**src/rtl/pie_encoder.sv**
```systemverilog
// EPC Gen2 PIE forward-link encoder: delimiter, data-0, RTcal, optional TRcal, then PIE bit symbols.
// Optional build macro PIE_TRCAL_RUNTIME_EN adds a trcal_ticks port sampled at frame start.
module pie_encoder #(
    parameter int TARI_TICKS  = 8,
    parameter int PW_TICKS    = 4,
    parameter int DELIM_TICKS = 6,
    parameter int TRCAL_TICKS = 32,
    parameter int CNT_WIDTH   = 8
) (
    input  logic                 clk,
    input  logic                 rst,
    input  logic                 start,
    input  logic                 preamble,
    input  logic                 in_dat,
    input  logic                 in_vld,
    input  logic                 in_last,
`ifdef PIE_TRCAL_RUNTIME_EN
    input  logic [CNT_WIDTH-1:0] trcal_ticks,
`endif
    output logic                 in_rdy,
    output logic                 tx_env,
    output logic                 busy,
    output logic                 done,
    output logic                 underflow
);

    typedef enum logic [2:0] {
        S_IDLE,
        S_DELIM,
        S_DATA0,
        S_RTCAL,
        S_TRCAL,
        S_BITS
    } state_t;

    localparam logic [CNT_WIDTH-1:0] DELIM_M1 = CNT_WIDTH'(DELIM_TICKS - 1);
    localparam logic [CNT_WIDTH-1:0] TARI_M1  = CNT_WIDTH'(TARI_TICKS - 1);
    localparam logic [CNT_WIDTH-1:0] BIT1_M1  = CNT_WIDTH'(2 * TARI_TICKS - 1);
    localparam logic [CNT_WIDTH-1:0] RTCAL_M1 = CNT_WIDTH'(3 * TARI_TICKS - 1);
    localparam logic [CNT_WIDTH-1:0] TRCAL_M1 = CNT_WIDTH'(TRCAL_TICKS - 1);
    localparam logic [CNT_WIDTH-1:0] PW_C     = CNT_WIDTH'(PW_TICKS);

    state_t               state_q, state_d;
    logic [CNT_WIDTH-1:0] cnt_q, cnt_d;
    logic                 preamble_q, preamble_d;
    logic                 last_q, last_d;
    logic                 tx_env_q, tx_env_d;
    logic                 busy_q, busy_d;
    logic                 in_rdy_q, in_rdy_d;
    logic                 done_q, done_d;
    logic                 underflow_q, underflow_d;
    logic                 need_bit;
    logic [CNT_WIDTH-1:0] trcal_m1;

`ifdef PIE_TRCAL_RUNTIME_EN
    logic [CNT_WIDTH-1:0] trcal_m1_q;

    // Lengths at or below the pulse width would leave no high phase, so clamp to PW+1.
    always_ff @(posedge clk or posedge rst) begin
        if (rst) begin
            trcal_m1_q <= TRCAL_M1;
        end else if (state_q == S_IDLE && start) begin
            trcal_m1_q <= (trcal_ticks <= PW_C) ? PW_C : trcal_ticks - 1'b1;
        end
    end

    assign trcal_m1 = trcal_m1_q;
`else
    assign trcal_m1 = TRCAL_M1;
`endif

    always_ff @(posedge clk or posedge rst) begin
        if (rst) begin
            state_q     <= S_IDLE;
            cnt_q       <= '0;
            preamble_q  <= 1'b0;
            last_q      <= 1'b0;
            tx_env_q    <= 1'b1;
            busy_q      <= 1'b0;
            in_rdy_q    <= 1'b0;
            done_q      <= 1'b0;
            underflow_q <= 1'b0;
        end else begin
            state_q     <= state_d;
            cnt_q       <= cnt_d;
            preamble_q  <= preamble_d;
            last_q      <= last_d;
            tx_env_q    <= tx_env_d;
            busy_q      <= busy_d;
            in_rdy_q    <= in_rdy_d;
            done_q      <= done_d;
            underflow_q <= underflow_d;
        end
    end

    always_comb begin
        state_d     = state_q;
        cnt_d       = cnt_q;
        preamble_d  = preamble_q;
        last_d      = last_q;
        done_d      = 1'b0;
        underflow_d = 1'b0;
        need_bit    = 1'b0;

        if (state_q != S_IDLE && cnt_q != '0) begin
            cnt_d = cnt_q - 1'b1;
        end

        case (state_q)
            S_IDLE: begin
                if (start) begin
                    state_d    = S_DELIM;
                    cnt_d      = DELIM_M1;
                    preamble_d = preamble;
                    last_d     = 1'b0;
                end
            end
            S_DELIM: begin
                if (cnt_q == '0) begin
                    state_d = S_DATA0;
                    cnt_d   = TARI_M1;
                end
            end
            S_DATA0: begin
                if (cnt_q == '0) begin
                    state_d = S_RTCAL;
                    cnt_d   = RTCAL_M1;
                end
            end
            S_RTCAL: begin
                if (cnt_q == '0) begin
                    if (preamble_q) begin
                        state_d = S_TRCAL;
                        cnt_d   = trcal_m1;
                    end else begin
                        need_bit = 1'b1;
                    end
                end
            end
            S_TRCAL: begin
                if (cnt_q == '0) begin
                    need_bit = 1'b1;
                end
            end
            S_BITS: begin
                if (cnt_q == '0) begin
                    if (last_q) begin
                        state_d = S_IDLE;
                        done_d  = 1'b1;
                    end else begin
                        need_bit = 1'b1;
                    end
                end
            end
            default: begin
                state_d = S_IDLE;
                cnt_d   = '0;
            end
        endcase

        // The cycle in_rdy is high is the last tick of a field; the next symbol must start now.
        if (need_bit) begin
            if (in_vld) begin
                state_d = S_BITS;
                cnt_d   = in_dat ? BIT1_M1 : TARI_M1;
                last_d  = in_last;
            end else begin
                state_d     = S_IDLE;
                cnt_d       = '0;
                underflow_d = 1'b1;
            end
        end

        case (state_d)
            S_IDLE:  tx_env_d = 1'b1;
            S_DELIM: tx_env_d = 1'b0;
            default: tx_env_d = (cnt_d >= PW_C);
        endcase

        busy_d   = (state_d != S_IDLE);
        in_rdy_d = (cnt_d == '0) &&
                   ((state_d == S_RTCAL && !preamble_d) ||
                    (state_d == S_TRCAL) ||
                    (state_d == S_BITS && !last_d));
    end

    assign tx_env    = tx_env_q;
    assign busy      = busy_q;
    assign in_rdy    = in_rdy_q;
    assign done      = done_q;
    assign underflow = underflow_q;

endmodule

```
**config.mk**
```make
export PLATFORM = sky130hd
export DESIGN_NAME = pie_encoder
export DESIGN_NICKNAME = d
export VERILOG_FILES = /design/src/rtl/pie_encoder.sv
export SDC_FILE = /design/constraint.sdc
export NUM_CORES = 1
export LEC_CHECK = 0
export ABC_AREA = 0
export CAP_MARGIN = 20
export CORE_MARGIN = 1
export CORE_UTILIZATION = 45
export CTS_CLUSTER_SIZE = 12
export DETAILED_ROUTE_END_ITERATION = 8
export PLACE_DENSITY = 0.62
export SETUP_SLACK_MARGIN = 0.2
export SLEW_MARGIN = 20
export SYNTH_ARGS = -nofsm -noshare
export SYNTH_HDL_FRONTEND = slang
export SYNTH_SLANG_ARGS = --single-unit
export TNS_END_PERCENT = 50
```
**constraint.sdc**
```tcl
create_clock -name clk -period 6.7 [get_ports clk]
set_input_delay 0.67 -clock clk [delete_from_list [all_inputs] [get_ports clk]]
set_output_delay 0.67 -clock clk [all_outputs]
set_load 0.05 [all_outputs]
```
; After elaboration in Yosys (flattened, before gate mapping)
; Index checks and enable logic that the tools add are counted.
[word_totals]
output_inout_bits = 5
reg_bits = 18
elab_cells = 74
in_bits = 7
[classes]
n_lt_le_gt_ge = 1
n_reduce_logical = 16
muxes = 38
add_sub_neg = 1
eq_ne = 9
[op_table]
columns = operator, n
row1 = $mux 8, 7
row2 = $pmux 8 s5, 1
row3 = $mux 3, 9
row4 = $pmux 3 s6, 1
row5 = $logic_not 8->1, 2
row6 = $mux 1, 16
row7 = $eq 3x3->1 const B, 4
row8 = $eq 3x2->1 const B, 3
row9 = $ge 8x3->1 const B, 1
row10 = $mux 4, 2
row11 = $reduce_bool 8->1, 1
row12 = $sub 8x1->8 const B, 1
row13 = $eq 3x1->1 const B, 2
row14 = $logic_not 3->1, 2
row15 = $reduce_bool 3->1, 2
row16 = $logic_and 1x1->1, 4
row17 = $pmux 1 s3, 1
row18 = $logic_not 1->1, 2
row19 = $logic_or 1x1->1, 2
row20 = $pmux 1 s2, 1
row21 = $reduce_or 2->1, 1

; Longest topological paths before layout
; Gate-level depths: netlist of the first run.
[depth]
depth_word = 9
depth_mapped = 9
ltp_nobuf = 8

; Worst setup path after synthesis of the first run
; Ideal clock, no wire load.
[synth_path]
path_type = register to register
start = reg cnt_q[0]
end = reg in_rdy_q, in the netlist in_rdy
setup_time_ns = 0.087
t_arrival_ns = 2.494
path_stages_with_launch = 9
required_time_ns = 6.613
synth_period_minus_slack_ns = 2.581
setup_slack_ns = 4.119
cell_sequence = dfrtp_1 > inv_1 > ha_1 > nor4b_4 > nand2_4 > a2111oi_4 > o311ai_2 > or4_4 > a211oi_2
[synth_via]
elab_chain_len = 9
word_cells_on_any_way = 33
[synth_lines]
columns = item, line_no
row1 = "start, declared", 44  ; logic [CNT_WIDTH-1:0] cnt_q, cnt_d;
row2 = "start signal, assigned", 85  ; cnt_q <= cnt_d;
row3 = branches (longest 8 deep; another with $sub 8x1->8), --
row4 = $logic_and 1x1->1 (*), 181  ; in_rdy_d = (cnt_d == '0) &&
row5 = via in_rdy_d, 49  ; logic in_rdy_q, in_rdy_d;
row6 = "end signal, assigned", 90  ; in_rdy_q <= in_rdy_d;
row7 = "end, declared", 49
; Mark *: on every way through the listed nets, which the timed path passes.

; Final worst setup path of the first run
; Same ends and word-level chain as after synthesis.

==> results of run 1 <==
## cell usage after synthesis (all sizes together), types with 2 or more instances
master	number
o311ai	2
clkbuf	7
inv	8
buf	2
nand3	6
nor2	14
nor4b	2
a31oi	5
mux2i	3
nand4	2
a21oi	10
nor4	3
or4b	2
a211oi	3
or4	3
o21ai	10
nor3	12
or3	5
dfrtp	17
a2111oi	2
nor2b	2
nor3b	2
nand2	16
## metrics by stage
step / total power (uW) / cells / cell area [sq um] / setup slack, ps / hold WS, ps
floorplan: 565 / 159 / 1350 / 4120 / 537
global placement: 665 / 192 / 1460 / 3660 / 565
detailed placement: 668 / 192 / 1460 / 3680 / 577
CTS: 733 / 196 / 1490 / 3690 / 590
global route: 796 / 196 / 1490 / 3540 / 636
finish: 740 / 196 / 1490 / 3660 / 585
## final cells by class
type | count | area [sq um] | area share [%]
clock buffers | 4 | 36.3 | 2.43
inverters | 8 | 30.0 | 2.01
multi-input cells | 124 | 826 | 55.3
flip-flops and latches | 18 | 452 | 30.3
well taps | 31 | 38.8 | 2.60
repair buffers | 11 | 110 | 7.38
## registers in the layout (all words and copies together), names as in the netlist
name,count
busy,1
cnt_q,8
done,1
in_rdy,1
last_q,1
preamble_q,1
state_q,3
tx_env,1
underflow,1
## metal layers
layer  track usage [%]  part of all wire [%]
met5                 0                     0
met4              9.76                  0.89
met3              2.30                   7.3
met2              34.5                    47
met1              33.1                    45
## kinds of logic (layout without fill, tap and decap cells)
logic type / after synthesis / in the layout / synth area share, %
AO/OA/AOI/OAI: 46 / 46 / 25.4
buffers and inverters: 17 / 23 / 5.46
flip-flops: 18 / 18 / 33.4
XOR/XNOR: 1 / 1 / 0.648
adder cells (fa/ha/maj): 1 / 1 / 0.926
AND/OR/NAND/NOR: 72 / 72 / 31.1
multiplexers: 4 / 4 / 3.06
## where the power goes
group / switching, uW / internal [uW]
clock network: 32.4 / 33.1
registers: 80.1 / 150
logic: 264 / 181
total: 376 / 364
## worst register-to-register path, delay by kind of cell, from the launching register on
| kind | cells | cell delay (ps) |
|---|---|---|
| AOI/OAI and AO/OA | 3 | 840 |
| buffers and inverters | 1 | 110 |
| DFF | 1 | 440 |
| adders and majority gates | 1 | 270 |
| and+or+nand+nor | 3 | 1310 |
## final timing paths
check,cells after the start,endpoint,start,slack [ps]
max,8,in_rdy,cnt_q[0],3660
min,2,done,last_q,590
max reg2reg,8,in_rdy,cnt_q[0],3660
min reg2reg,2,done,last_q,590
max in group asynchronous,2,cnt_q[2],rst,5510
min in group asynchronous,2,done,rst,770
==> impl_metrics.json, run 1 <==
{
  "outcome": "complete, no violations",
  "clockRootBuffer": "clkbuf_4",
  "numCtsBuffers": 3,
  "antenna_found_initial": 0,
  "core-area_sq_mm": 0.00281,
  "yosysSeqAreaShare_pct": 33.4,
  "syn-cell-area_sq_mm": 0.00135,
  "netlist.area_leader.share_pct": 31.5,
  "initial_utilization_pct": 48.2,
  "drt-initial-drc-count": 55,
  "p_leak_uw": 0.000599,
  "powerDensity_mw_per_mm2": 496,
  "avgViaCountPerCell": 6.57,
  "yosysTopAreaCell": "dfrtp_1",
  "critPathKind": "flop to flop",
  "rsz0062_at_grt": "no",
  "clock_latency_ps": 290,
  "dpl.hpwl_mm": 2.53,
  "fillers": 258,
  "synth_cell_types": 58,
  "synthToLayoutAreaGrowth_pct": 10.5,
  "clock_path_buffers": 2,
  "skew_ps": 2.82,
  "grt_pass1_wl_mm": 5.69,
  "route.detailed.drc": 0,
  "ant_nets": 0,
  "worstMarginPinSlew_ps": 873,
  "crit_chain": "inv_1 -> ha_1 -> nor4b_4 -> nand2_4 -> a2111oi_4 -> o311ai_2 -> or4_4 -> a211oi_2",
  "postCtsSetupBuffers": 0,
  "die_x_um": 56.8,
  "fin_setup_tns_ps": 0,
  "layout_commonest_cell": "dfrtp_1",
  "final_cell_mix": "dfrtp_1, nand2_1, nor2_1",
  "yosys_warnings": 0,
  "vdd_drop_max_uv": 261,
  "clock.fmax_ghz": 0.329,
  "drt_first_pass_iters": 4,
  "critical_path_required_ps": 6910,
  "synth.top_cells.by_area": "dfrtp_1, nand2_1, a21oi_1, nor3_1, nor2_1",
  "syn_nets": 167,
  "fin_crit_sh_pct": 45.4,
  "fin_util_pct": 53.2,
  "end_kind": "flop",
  "ys_ff_latch": 18,
  "setup_viol": 0,
  "cts_tree": "yes",
  "slew_violations": 0,
  "crit_slowest_cell": "nor4b_4",
  "num_io_pins": 12,
  "avgSynthCellArea_sq_um": 8.50,
  "post_drt_wl_per_cell_um": 17.3,
  "layout-drive-gt1-share_pct": 11.5,
  "htree_levels": 1,
  "crit_arrival_ps": 3250,
  "ys_dominant_reg_cell": "dfrtp_1",
  "vias": 1287,
  "clock_sinks": 18,
  "relSlewSlack_pct": 41.0,
  "gp_congestion": 0.892,
  "syn_inst": 159,
  "totalWireLength_mm": 3.38,
  "hold_class": "flop to flop",
  "fin_crit_ps": 3040,
  "port_buffers": 11,
  "die_h_um": 56.8,
  "critical-path-max-stage-delay_ps": 560,
  "worst_setup_path_start_kind": "flop",
  "antenna_cells": 0,
  "path_clk_slew_ps": 100,
  "cts_hold_buf": 0,
  "gr-total-overflow": 0,
  "cap_violations": 0,
  "grtUsageTotal_pct": 22.8,
  "final_nets": 174,
  "crit_family": "simple AND/OR/NAND/NOR gates",
  "hold_viol_final": 0,
  "grt_max_degree": 27,
  "synth_edf_count": 0,
  "row_count": 19,
  "path_max_fanout": 8,
  "synth-async-reset-ratio_pct": 100,
  "cts_resized": 0,
  "grt_pass1_vias": 1214,
  "crit_buf_inv": 1,
  "die-area_sq_mm": 0.00323
}
Power figures use the tool's default switching activity.
==> run 2: changes to the inputs <==
clock period = 3.05 ns   (was 6.7 ns; I/O delays follow)
==> impl_metrics.json, run 2 (synthesis gave the netlist of run 1 again) <==
{
  "final_nets": 181,
  "clock_sinks": 18,
  "vias": 1329,
  "hold_class": "primary input to async pin",
  "largest-register": "cnt_q",
  "grtUsageTotal_pct": 23.6,
  "grt_max_degree": 26,
  "critPathKind": "flop to flop",
  "cts_hold_buf": 0,
  "die_h_um": 56.8,
  "pwr-share-seq_pct": 25.2,
  "finalNonFillerCells": 203,
  "layout_commonest_cell": "dfrtp_1",
  "r2r_setup_slack_ps": 390,
  "fin_setup_tns_ps": 0,
  "grt_pass1_vias": 1207,
  "reg_top3": "cnt_q x8, state_q x3",
  "p_sw_uw": 853,
  "setup_viol": 0,
  "clock_path_buffers": 2,
  "num_io_pins": 12,
  "ant_nets": 0,
  "totalWireLength_mm": 3.57,
  "outcome": "complete, no violations",
  "gr-total-overflow": 0,
  "clockRootBuffer": "clkbuf_4",
  "row_count": 19,
  "rsz0062_at_grt": "no",
  "clock.fmax_ghz": 0.376,
  "antenna_found_initial": 0,
  "drt-initial-drc-count": 59,
  "numCtsBuffers": 3,
  "slew_violations": 0,
  "die_x_um": 56.8,
  "path_clk_slew_ps": 110,
  "vdd_drop_max_uv": 725,
  "end_kind": "flop",
  "largest_reg_flops": 8,
  "fillers": 254,
  "cellInternalPower_uw": 850,
  "clkPwrFrac_pct": 8.7,
  "p_leak_uw": 0.000636,
  "dpl.hpwl_mm": 2.61,
  "hold_viol_final": 0,
  "port_buffers": 11,
  "initial_utilization_pct": 48.2,
  "crit_arrival_ps": 2890,
  "powerDensity_mw_per_mm2": 1090,
  "post_drt_wl_per_cell_um": 17.6,
  "final_cell_mix": "dfrtp_1, nand2_1, nor2_1",
  "switching_share_pct": 50.1,
  "dpl.cell_count": 199,
  "clock_latency_ps": 300,
  "fin_crit_ps": 2660,
  "die-area_sq_mm": 0.00323,
  "avgViaCountPerCell": 6.55,
  "fin_crit_sh_pct": 87.3,
  "route.detailed.drc": 0,
  "cap_violations": 0,
  "htree_levels": 1,
  "critical_path_required_ps": 3280,
  "p_comb_share_pct": 66.1,
  "synthToLayoutAreaGrowth_pct": 15.6,
  "worst_setup_path_start_kind": "flop",
  "gp_congestion": 0.961,
  "grt_pass1_wl_mm": 5.87,
  "antenna_cells": 0,
  "layout-drive-gt1-share_pct": 16.3,
  "core-area_sq_mm": 0.00281,
  "drt_first_pass_iters": 6,
  "cts_tree": "yes",
  "path_max_fanout": 8,
  "relSlewSlack_pct": 44.5,
  "worstMarginPinSlew_ps": 826,
  "skew_ps": 11.0
}
-- run 2: cell count changes in the layout (fill, tap and decap cells not counted), sizes merged --
| cell | before | now |
|---|---|---|
| buf | 0 | 7 |
-- run 2: final cells by class --
cell class,count,area (sq um),share of cell area (%)
Tap cell,31,38.8,2.48
Timing Repair Buffer,18,163,10.4
Sequential cell,18,452,28.9
Clock buffer,4,36.3,2.32
Multi-Input combinational cell,124,843,54.0
Inverter,8,30.0,1.92
-- run 2: metrics by stage --
step           worst slack [ps]  power [uW]  area, sq um  hold WS [ps]  utilization [%]
2_1_floorplan               469        1240         1350           243                -
3_3_place_gp                332        1520         1510           561             53.8
3_5_place_dp                248        1520         1510           571             53.8
4_1_cts                     221        1670         1550           434             55.1
5_1_grt                     226        1830         1560           474             55.7
6_report                    389        1700         1560           415             55.7
-- run 2: power groups by stage --
stage	Clock (uW)	Combinational, uW	Sequential [uW]
6_report	148	1130	430
5_1_grt	163	1230	441
4_1_cts	154	1090	426
3_5_place_dp	0	1090	431
3_3_place_gp	0	1100	427
2_1_floorplan	0	778	464
-- run 2: per-layer routing --
| layer | GRT usage [%] | wire [um] | vias up |
|---|---|---|---|
| met5 | 0 | 0 | - |
| met4 | 8.36 | 36 | 0 |
| met3 | 2.07 | 186 | 4 |
| met2 | 38.8 | 1740 | 48 |
| met1 | 32.6 | 1610 | 649 |
| li1 | - | - | 628 |
-- run 2: path summary, 6_finish.rpt --
check / from / end / depth (start not counted)
max: cnt_q[0] / tx_env / 9
max reg2reg: cnt_q[0] / tx_env / 9
min in group clk: in_last / last_q / 3
min reg2reg: last_q / done / 2
max in group asynchronous: rst / cnt_q[3] / 2
min: rst / state_q[0] / 2
-- run 2: worst max-delay path, stage by stage, from the launching register on --
cell       delay, ps
dfrtp_1          440
inv_1             90
ha_2             240
nor4b_4          290
buf_4            210
a2111oi_0        140
o311ai_1         310
o21ai_1          140
a2111o_1         440
mux2_2           270
-- run 2: timing repair --
action                     in CTS  in global routing
setup endpoints to repair       0                  2
gates resized for setup         0                  4
setup buffers                   0                  0
